$ cat config.mk
export PLATFORM = sky130hd
export DESIGN_NAME = mem_arbiter
export DESIGN_NICKNAME = d
export VERILOG_FILES = /design/src/rtl/smallcpu_pkg.sv /design/src/rtl/rr_pick2.sv /design/src/rtl/mem_arbiter.sv
export SDC_FILE = /design/constraint.sdc
export NUM_CORES = 1
export LEC_CHECK = 0
export CAP_MARGIN = 20
export CORE_MARGIN = 3
export CORE_UTILIZATION = 30
export CTS_CLUSTER_DIAMETER = 40
export DETAILED_ROUTE_END_ITERATION = 7
export HOLD_SLACK_MARGIN = 0.06
export PLACE_DENSITY_LB_ADDON = 0.05
export REMOVE_ABC_BUFFERS = 1
export SKIP_CTS_REPAIR_TIMING = 1
export SLEW_MARGIN = 20
export SYNTH_ARGS = -nofsm -noshare
export SYNTH_HDL_FRONTEND = slang
export SYNTH_SLANG_ARGS = --single-unit
$ cat constraint.sdc
create_clock -name clk -period 1.4 [get_ports clk]
set_clock_uncertainty 0.15 [all_clocks]
set_input_delay 0.28 -clock clk [delete_from_list [all_inputs] [get_ports clk]]
set_output_delay 0.28 -clock clk [all_outputs]
set_load 0.05 [all_outputs]
$ cat src/rtl/smallcpu_pkg.sv
// Shared types and constants for the small CPU memory subsystem.
// Holds the arbiter FSM encoding, requester IDs and default datapath width.
package smallcpu_pkg;

  localparam int unsigned N_DEFAULT = 16;

  // Requester IDs double as the bit index into the packed {d_req, f_req} vector.
  localparam logic REQ_FETCH = 1'b0;
  localparam logic REQ_DATA  = 1'b1;

  typedef enum logic [1:0] {
    StIdle,
    StAccess,
    StResp
  } arb_state_e;

endpackage

$ cat src/rtl/rr_pick2.sv
// Two-way round-robin winner selection.
// A lone requester always wins; on contention the one not granted last time wins.
module rr_pick2
  import smallcpu_pkg::*;
(
  input  logic [1:0] req,
  input  logic       last_grant,
  output logic       valid,
  output logic       winner
);

  always_comb begin
    valid  = |req;
    winner = REQ_FETCH;
    if (req[REQ_FETCH] && req[REQ_DATA]) begin
      winner = ~last_grant;
    end else if (req[REQ_DATA]) begin
      winner = REQ_DATA;
    end
  end

endmodule

$ cat src/rtl/mem_arbiter.sv
// Fetch/data arbiter in front of a single-port memory with registered read data.
// One access per two cycles: arbitrate in IDLE/RESP, issue in ACCESS, return in RESP.
module mem_arbiter
  import smallcpu_pkg::*;
#(
  parameter int unsigned N = N_DEFAULT
) (
  input  logic         clk,
  input  logic         rst,
  input  logic         f_req,
  input  logic [N-1:0] f_addr,
  output logic         f_gnt,
  output logic         f_rvalid,
  input  logic         d_req,
  input  logic [N-1:0] d_addr,
  input  logic [N-1:0] d_wdata,
  input  logic         d_we,
  output logic         d_gnt,
  output logic         d_rvalid,
  output logic [N-1:0] rdata,
  output logic [N-1:0] mem_addr,
  output logic [N-1:0] mem_din,
  output logic         mem_we,
  input  logic [N-1:0] mem_dout
);

  arb_state_e   state_q, state_d;
  logic         last_grant_q;
  logic         win_q;
  logic [N-1:0] addr_q;
  logic [N-1:0] wdata_q;
  logic         we_q;

  logic         pick_valid;
  logic         pick_winner;
  logic         latch;

  rr_pick2 u_pick (
    .req        ({d_req, f_req}),
    .last_grant (last_grant_q),
    .valid      (pick_valid),
    .winner     (pick_winner)
  );

  // RESP overlaps the next arbitration, so both IDLE and RESP may latch.
  assign latch = (state_q != StAccess) && pick_valid;

  always_ff @(posedge clk or posedge rst) begin
    if (rst) begin
      state_q <= StIdle;
    end else begin
      state_q <= state_d;
    end
  end

  always_comb begin
    state_d = state_q;
    unique case (state_q)
      StIdle, StResp: state_d = pick_valid ? StAccess : StIdle;
      StAccess:       state_d = StResp;
      default:        state_d = StIdle;
    endcase
  end

  // Last grant resets to data so fetch wins the first contention.
  always_ff @(posedge clk or posedge rst) begin
    if (rst) begin
      last_grant_q <= REQ_DATA;
      win_q        <= REQ_FETCH;
      addr_q       <= '0;
      wdata_q      <= '0;
      we_q         <= 1'b0;
    end else if (latch) begin
      last_grant_q <= pick_winner;
      win_q        <= pick_winner;
      addr_q       <= (pick_winner == REQ_DATA) ? d_addr : f_addr;
      wdata_q      <= d_wdata;
      we_q         <= (pick_winner == REQ_DATA) && d_we;
    end
  end

  // Strobes decode from the registered state, so reset clears them asynchronously.
  always_comb begin
    f_gnt    = 1'b0;
    d_gnt    = 1'b0;
    f_rvalid = 1'b0;
    d_rvalid = 1'b0;
    mem_we   = 1'b0;
    unique case (state_q)
      StAccess: begin
        f_gnt  = (win_q == REQ_FETCH);
        d_gnt  = (win_q == REQ_DATA);
        mem_we = we_q;
      end
      StResp: begin
        f_rvalid = (win_q == REQ_FETCH);
        d_rvalid = (win_q == REQ_DATA);
      end
      default: ;
    endcase
  end

  assign mem_addr = addr_q;
  assign mem_din  = wdata_q;
  assign rdata    = mem_dout;

endmodule

==> impl_metrics.tcl, run 1 <==
set metrics [dict create \
    post-dp-hpwl_um 4210 \
    cp.required_ns 0.97 \
    end_kind "primary output" \
    postSynth.asyncResetShare_pct 100 \
    num_rows 27 \
    tns_ns -7.08 \
    finalInstanceArea_sq_um 3540 \
    maxSlewViolCount 0 \
    wirelength_um 5960 \
    synth_fa_ha_area_share_pct 0 \
    reg2regPathDepth 6 \
    p_total_mw 5.16 \
    hold-worst-slack_ns 0.271 \
    ant_nets 0 \
    num_vias 1584 \
    synth_top_area_share_pct 49.7 \
    drc 0 \
    fin_cells 332 \
    area_growth_pct 95.1 \
    startpoint_type "register" \
    yosys_warnings 0 \
    grt_pass1_vias 1653 \
    peakVddDrop_mv 0.925 \
    fmaxAchievable_mhz 594 \
    synth_cell_types 26 \
    worst_pin_slew_ns 0.360 \
    powerDensity_nw_per_um2 1460 \
    worstSkewPairLatency_ns 0.29 \
    start_util_pct 31.9 \
    regToRegSetupSlack_ns -0.24 \
    setup_violations 39 \
    synthXorXnorAreaFrac_pct 0 \
    grt_usage_pct 16.0 \
    grt_pass1_wl_um 8830 \
    die_area_sq_um 7010 \
    place_ws_ns -0.498 \
    slew_headroom_pct 76.0 \
    routedWlPerCell_um 17.9 \
    p_leak_nw 1.58 \
    worst_slack_ns -0.284 \
    rsz0062_at_grt "true" \
    die_y_um 83.7 \
    cts_buffer_depth 2 \
    dpl_cell_area_sq_um 3140 \
    timing.final.crit_share_pct 120 \
    cts_max_level 2 \
    reg2reg_from "state_q[0]" \
    path_class "reg2out" \
    yosys_register_bits 37 \
    yosys-top-cells-area "dfrtp_1 50%, mux2_4 11%, buf_4 7.0%, nand2_1 6.8%, a31oi_1 5.5%" \
    synth_top_family_by_area "multiplexers" \
    cp.arrival_ns 1.25 \
    rr_endpoint "mem_din[0]" \
    yosysTopAreaCell "dfrtp_1" \
    crit_chain "nand2b_4 > buf_4 > nor2_4 > buf_12" \
    drt-initial-drc-count 40 \
    tritoncts "yes" \
    gp_congestion 0.767 \
    synth_cells 161 \
    ys_seq_area_share_pct 51.1 \
    worst_path_largest_cell_delay_ns 0.40 \
    post-route-min-period_ns 1.68 \
    core_area_sq_um 5680 \
    crit_slowest_cell "dfrtp_1" \
    antenna_cells 0 \
    path_buf_inv 2 \
    path_delay_family "flip-flops" \
    antenna_found_initial 0 \
    portBuffers 89 \
    final_common_cell "clkdlybuf4s50_1" \
    io_pins 122 \
    violations "negative setup slack" \
    nFillCells 439 \
    synth_edf_count 0 \
    cts.reportedPaths.clkPinSlew_ns 0.09 \
    status "complete, but fails checks" \
    synth_flop_cell "dfrtp_1" \
    yosys.area_share.simple_pct 11.3 \
    post-route-util_pct 62.3 \
    grt_max_degree 18 \
    drive_above_1_share_pct 41.2 \
    min_path_type "in2async" \
    cts_made_buffers 5 \
    synth_compound_area_share_pct 11.8 \
    path_max_fanout 3 \
    layout.nets 328 \
    placedCellCount 314 \
    firstDrtPassIters 4 \
    drt-vias-per-instance 4.77 \
    cap_violations 0 \
    muxShareOfSynthArea_pct 13.9 \
    final_cell_mix "50 x clkdlybuf4s50_1, 41 x buf_12, 36 x dfrtp_1" \
    avgSynthCellArea_sq_um 11.3 \
    die_w_um 83.7 \
    grt.overflow.total 0 \
    clock_sinks 37 \
    hold_violations 0 \
    clock-root-buffer "clkbuf_8" \
    critPathLaunch "state_q[1]" \
    netlist_area_sq_um 1810 \
]
-- per-layer routing --
layer  global-route usage (%)  vias up  share of wire, %
met3                     9.38        6                11
met1                     19.6      758                41
met2                     24.0       87                47
met5                        0        -                 0
li1                         -      733                 -
met4                     3.95        0               1.0
-- kinds of logic (layout without fill, tap and decap cells) --
group,after synthesis,count (layout)
buf+inv,27,125
mux,18,18
compound gates,35,36
simple gates,44,44
flops,37,37
-- power breakdown --
| group | total [mW] | switching (mW) | internal (mW) |
|---|---|---|---|
| Clock | 0.938 | 0.405 | 0.533 |
| Sequential | 1.56 | 0.269 | 1.29 |
| Combinational | 2.66 | 1.26 | 1.40 |
-- cells in the mapped netlist (2+ instances only) --
cell type / number
a21oi_1: 16
a31oi_1: 16
and2_1: 2
buf_2: 3
buf_4: 17
buf_6: 3
dfrtp_1: 36
mux2_2: 5
mux2_4: 13
nand2_1: 33
nor2_1: 2
-- how the worst max path moves through the flow --
stage                             end  slack, ns  cells past startpoint
after global routing            f_gnt      -0.35                      4
after floorplan                 f_gnt      -0.60                      2
after CTS                       f_gnt      -0.53                      4
final                           f_gnt      -0.28                      4
after global placement    mem_din[15]      -0.46                      5
after detailed placement  mem_din[11]      -0.50                      5
-- worst register-to-register path, stage by stage, from the launching register on --
cell and delay, ns:
dfrtp_1 0.43, nand2b_4 0.13, inv_8 0.04, buf_6 0.12
nor2_8 0.17, clkbuf_16 0.20, mux2_4 0.30
-- state kept, by name (all words and copies together) (netlist names) --
name / flops
last_grant_q: 1
win_q: 1
mem_addr: 16
state_q: 2
we_q: 1
mem_din: 16
-- cell type report --
class	instances	area, sq um	share of cell area, %
tap	72	90.1	2.55
clock inverter	3	46.3	1.31
clock buffer	5	68.8	1.95
timing repair buffer	115	1580	44.7
inverter	2	15.0	0.424
sequential	37	927	26.2
multi-input combinational	98	810	22.9
(Power assumes the default switching activity.)
==> inputs of run 2 (changes only) <==
CORE_UTILIZATION = 32   (was 30)
PLACE_DENSITY = 0.76   (was not set)
PLACE_DENSITY_LB_ADDON = not set   (was 0.05)
==> run 2 against run 1 <==
Against the previous run: critical endpoint is now f_rvalid; maximum frequency rose by 0.91%; largest cell class unchanged; flip-flop and latch count unchanged; the run still ends with negative setup slack left; final area shrank 1.9%; critical path depth did not move; setup slack better by 0.015 ns; die area decreased by 5.8%; clock power down 23%; largest power group unchanged; highest routed layer unchanged; register-to-register slack better by 0.16 ns.
==> impl_metrics.tcl, run 2 (same netlist as run 1, synthesis figures left out) <==
set metrics [dict create \
    status "complete, but fails checks" \
    violations "negative setup slack" \
    grt_max_degree 38 \
    dpl_cell_area_sq_um 3160 \
    portBuffers 89 \
    rsz0062_at_grt "true" \
    maxSlewViolCount 0 \
    post-route-min-period_ns 1.67 \
    area_growth_pct 91.4 \
    grt.overflow.total 0 \
    final_cell_mix "50 x clkdlybuf4s50_1, 43 x buf_12, 36 x dfrtp_1" \
    drt-vias-per-instance 4.82 \
    grt_pass1_wl_um 8020 \
    grt_pass1_vias 1617 \
    clock_sinks 37 \
    drc 0 \
    crit_chain "buf_6 > nor3b_2 > buf_4 > buf_12" \
    num_rows 26 \
    timing.final.crit_share_pct 119 \
    peakVddDrop_mv 0.644 \
    worst_pin_slew_ns 0.266 \
    worst_slack_ns -0.269 \
    die_area_sq_um 6600 \
    antenna_cells 0 \
    crit_slowest_cell "dfrtp_1" \
    gp_congestion 0.740 \
    startpoint_type "register" \
    final_common_cell "clkdlybuf4s50_1" \
    powerDensity_nw_per_um2 1420 \
    firstDrtPassIters 4 \
    post-route-util_pct 65.5 \
    grt_usage_pct 16.4 \
    ant_nets 0 \
    antenna_found_initial 0 \
    cts.reportedPaths.clkPinSlew_ns 0.08 \
    hold_violations 0 \
    worstSkewPairLatency_ns 0.28 \
    tns_ns -2.53 \
    min_path_type "in2async" \
    core_area_sq_um 5300 \
    path_class "reg2out" \
    fmaxAchievable_mhz 599 \
    post-dp-hpwl_um 4300 \
    drive_above_1_share_pct 42.9 \
    end_kind "primary output" \
    start_util_pct 34.2 \
    clock-root-buffer "clkbuf_8" \
    setup_violations 23 \
    cp.arrival_ns 1.24 \
    die_w_um 81.3 \
    layout.nets 322 \
    slew_headroom_pct 82.2 \
    cts_made_buffers 5 \
    placedCellCount 313 \
    tritoncts "yes" \
    cts_buffer_depth 2 \
    io_pins 122 \
    routedWlPerCell_um 17.7 \
    nFillCells 386 \
    path_max_fanout 3 \
    cts_max_level 2 \
    cp.required_ns 0.97 \
    cap_violations 0 \
    wirelength_um 5720 \
    finalInstanceArea_sq_um 3470 \
    p_leak_nw 1.53 \
    reg2regPathDepth 5 \
    fin_cells 324 \
    die_y_um 81.3 \
    worst_path_largest_cell_delay_ns 0.42 \
    num_vias 1561 \
    p_total_mw 4.92 \
    drt-initial-drc-count 74 \
]
## run 2: power by group
part / switching, mW / total (mW) / internal (mW)
Clock: 0.377 / 0.721 / 0.343
Sequential: 0.263 / 1.56 / 1.29
Combinational: 1.26 / 2.64 / 1.38
Total: 1.90 / 4.92 / 3.02
## run 2: area by class of cell
| type | instances | area, sq um | area share [%] |
|---|---|---|---|
| clock buffer | 5 | 68.8 | 1.98 |
| clock inverter | 3 | 17.5 | 0.505 |
| inverter | 2 | 15.0 | 0.433 |
| multi-input combinational | 97 | 823 | 23.7 |
| sequential | 37 | 927 | 26.7 |
| tap | 70 | 87.6 | 2.52 |
| timing repair buffer | 110 | 1530 | 44.1 |
## run 2: layer usage
layer | GRT usage (%) | routed length (um) | vias to the layer above
li1 | - | - | 722
met1 | 16.6 | 1960 | 734
met2 | 28.9 | 2970 | 94
met3 | 9.20 | 698 | 11
met4 | 4.05 | 97 | 0
met5 | 0 | 0 | -
## run 2: per-stage QoR
| step | worst slack (ns) | hold slack [ns] |
|---|---|---|
| 2_1_floorplan | -0.601 | 0.265 |
| 3_3_place_gp | -0.368 | 0.324 |
| 3_5_place_dp | -0.420 | 0.366 |
| 4_1_cts | -0.496 | 0.220 |
| 5_1_grt | -0.312 | 0.235 |
| 6_report | -0.269 | 0.211 |
## run 2: worst paths after layout
path / startpoint / endpoint / slack, ns
setup / recovery: state_q[0] / f_rvalid / -0.27
hold / removal: rst / mem_din[8] / 0.21
setup reg to reg: state_q[0] / mem_din[2] / -0.08
hold reg to reg: we_q / we_q / 0.38
max in group asynchronous: rst / last_grant_q / 0.64
min in group clk: f_req / state_q[0] / 0.33
## run 2: worst max-delay path, delay by kind of cell (launching register included)
kind          cells  cell delay [ns]
flops             1             0.42
buf+inv           3             0.39
simple gates      1             0.15
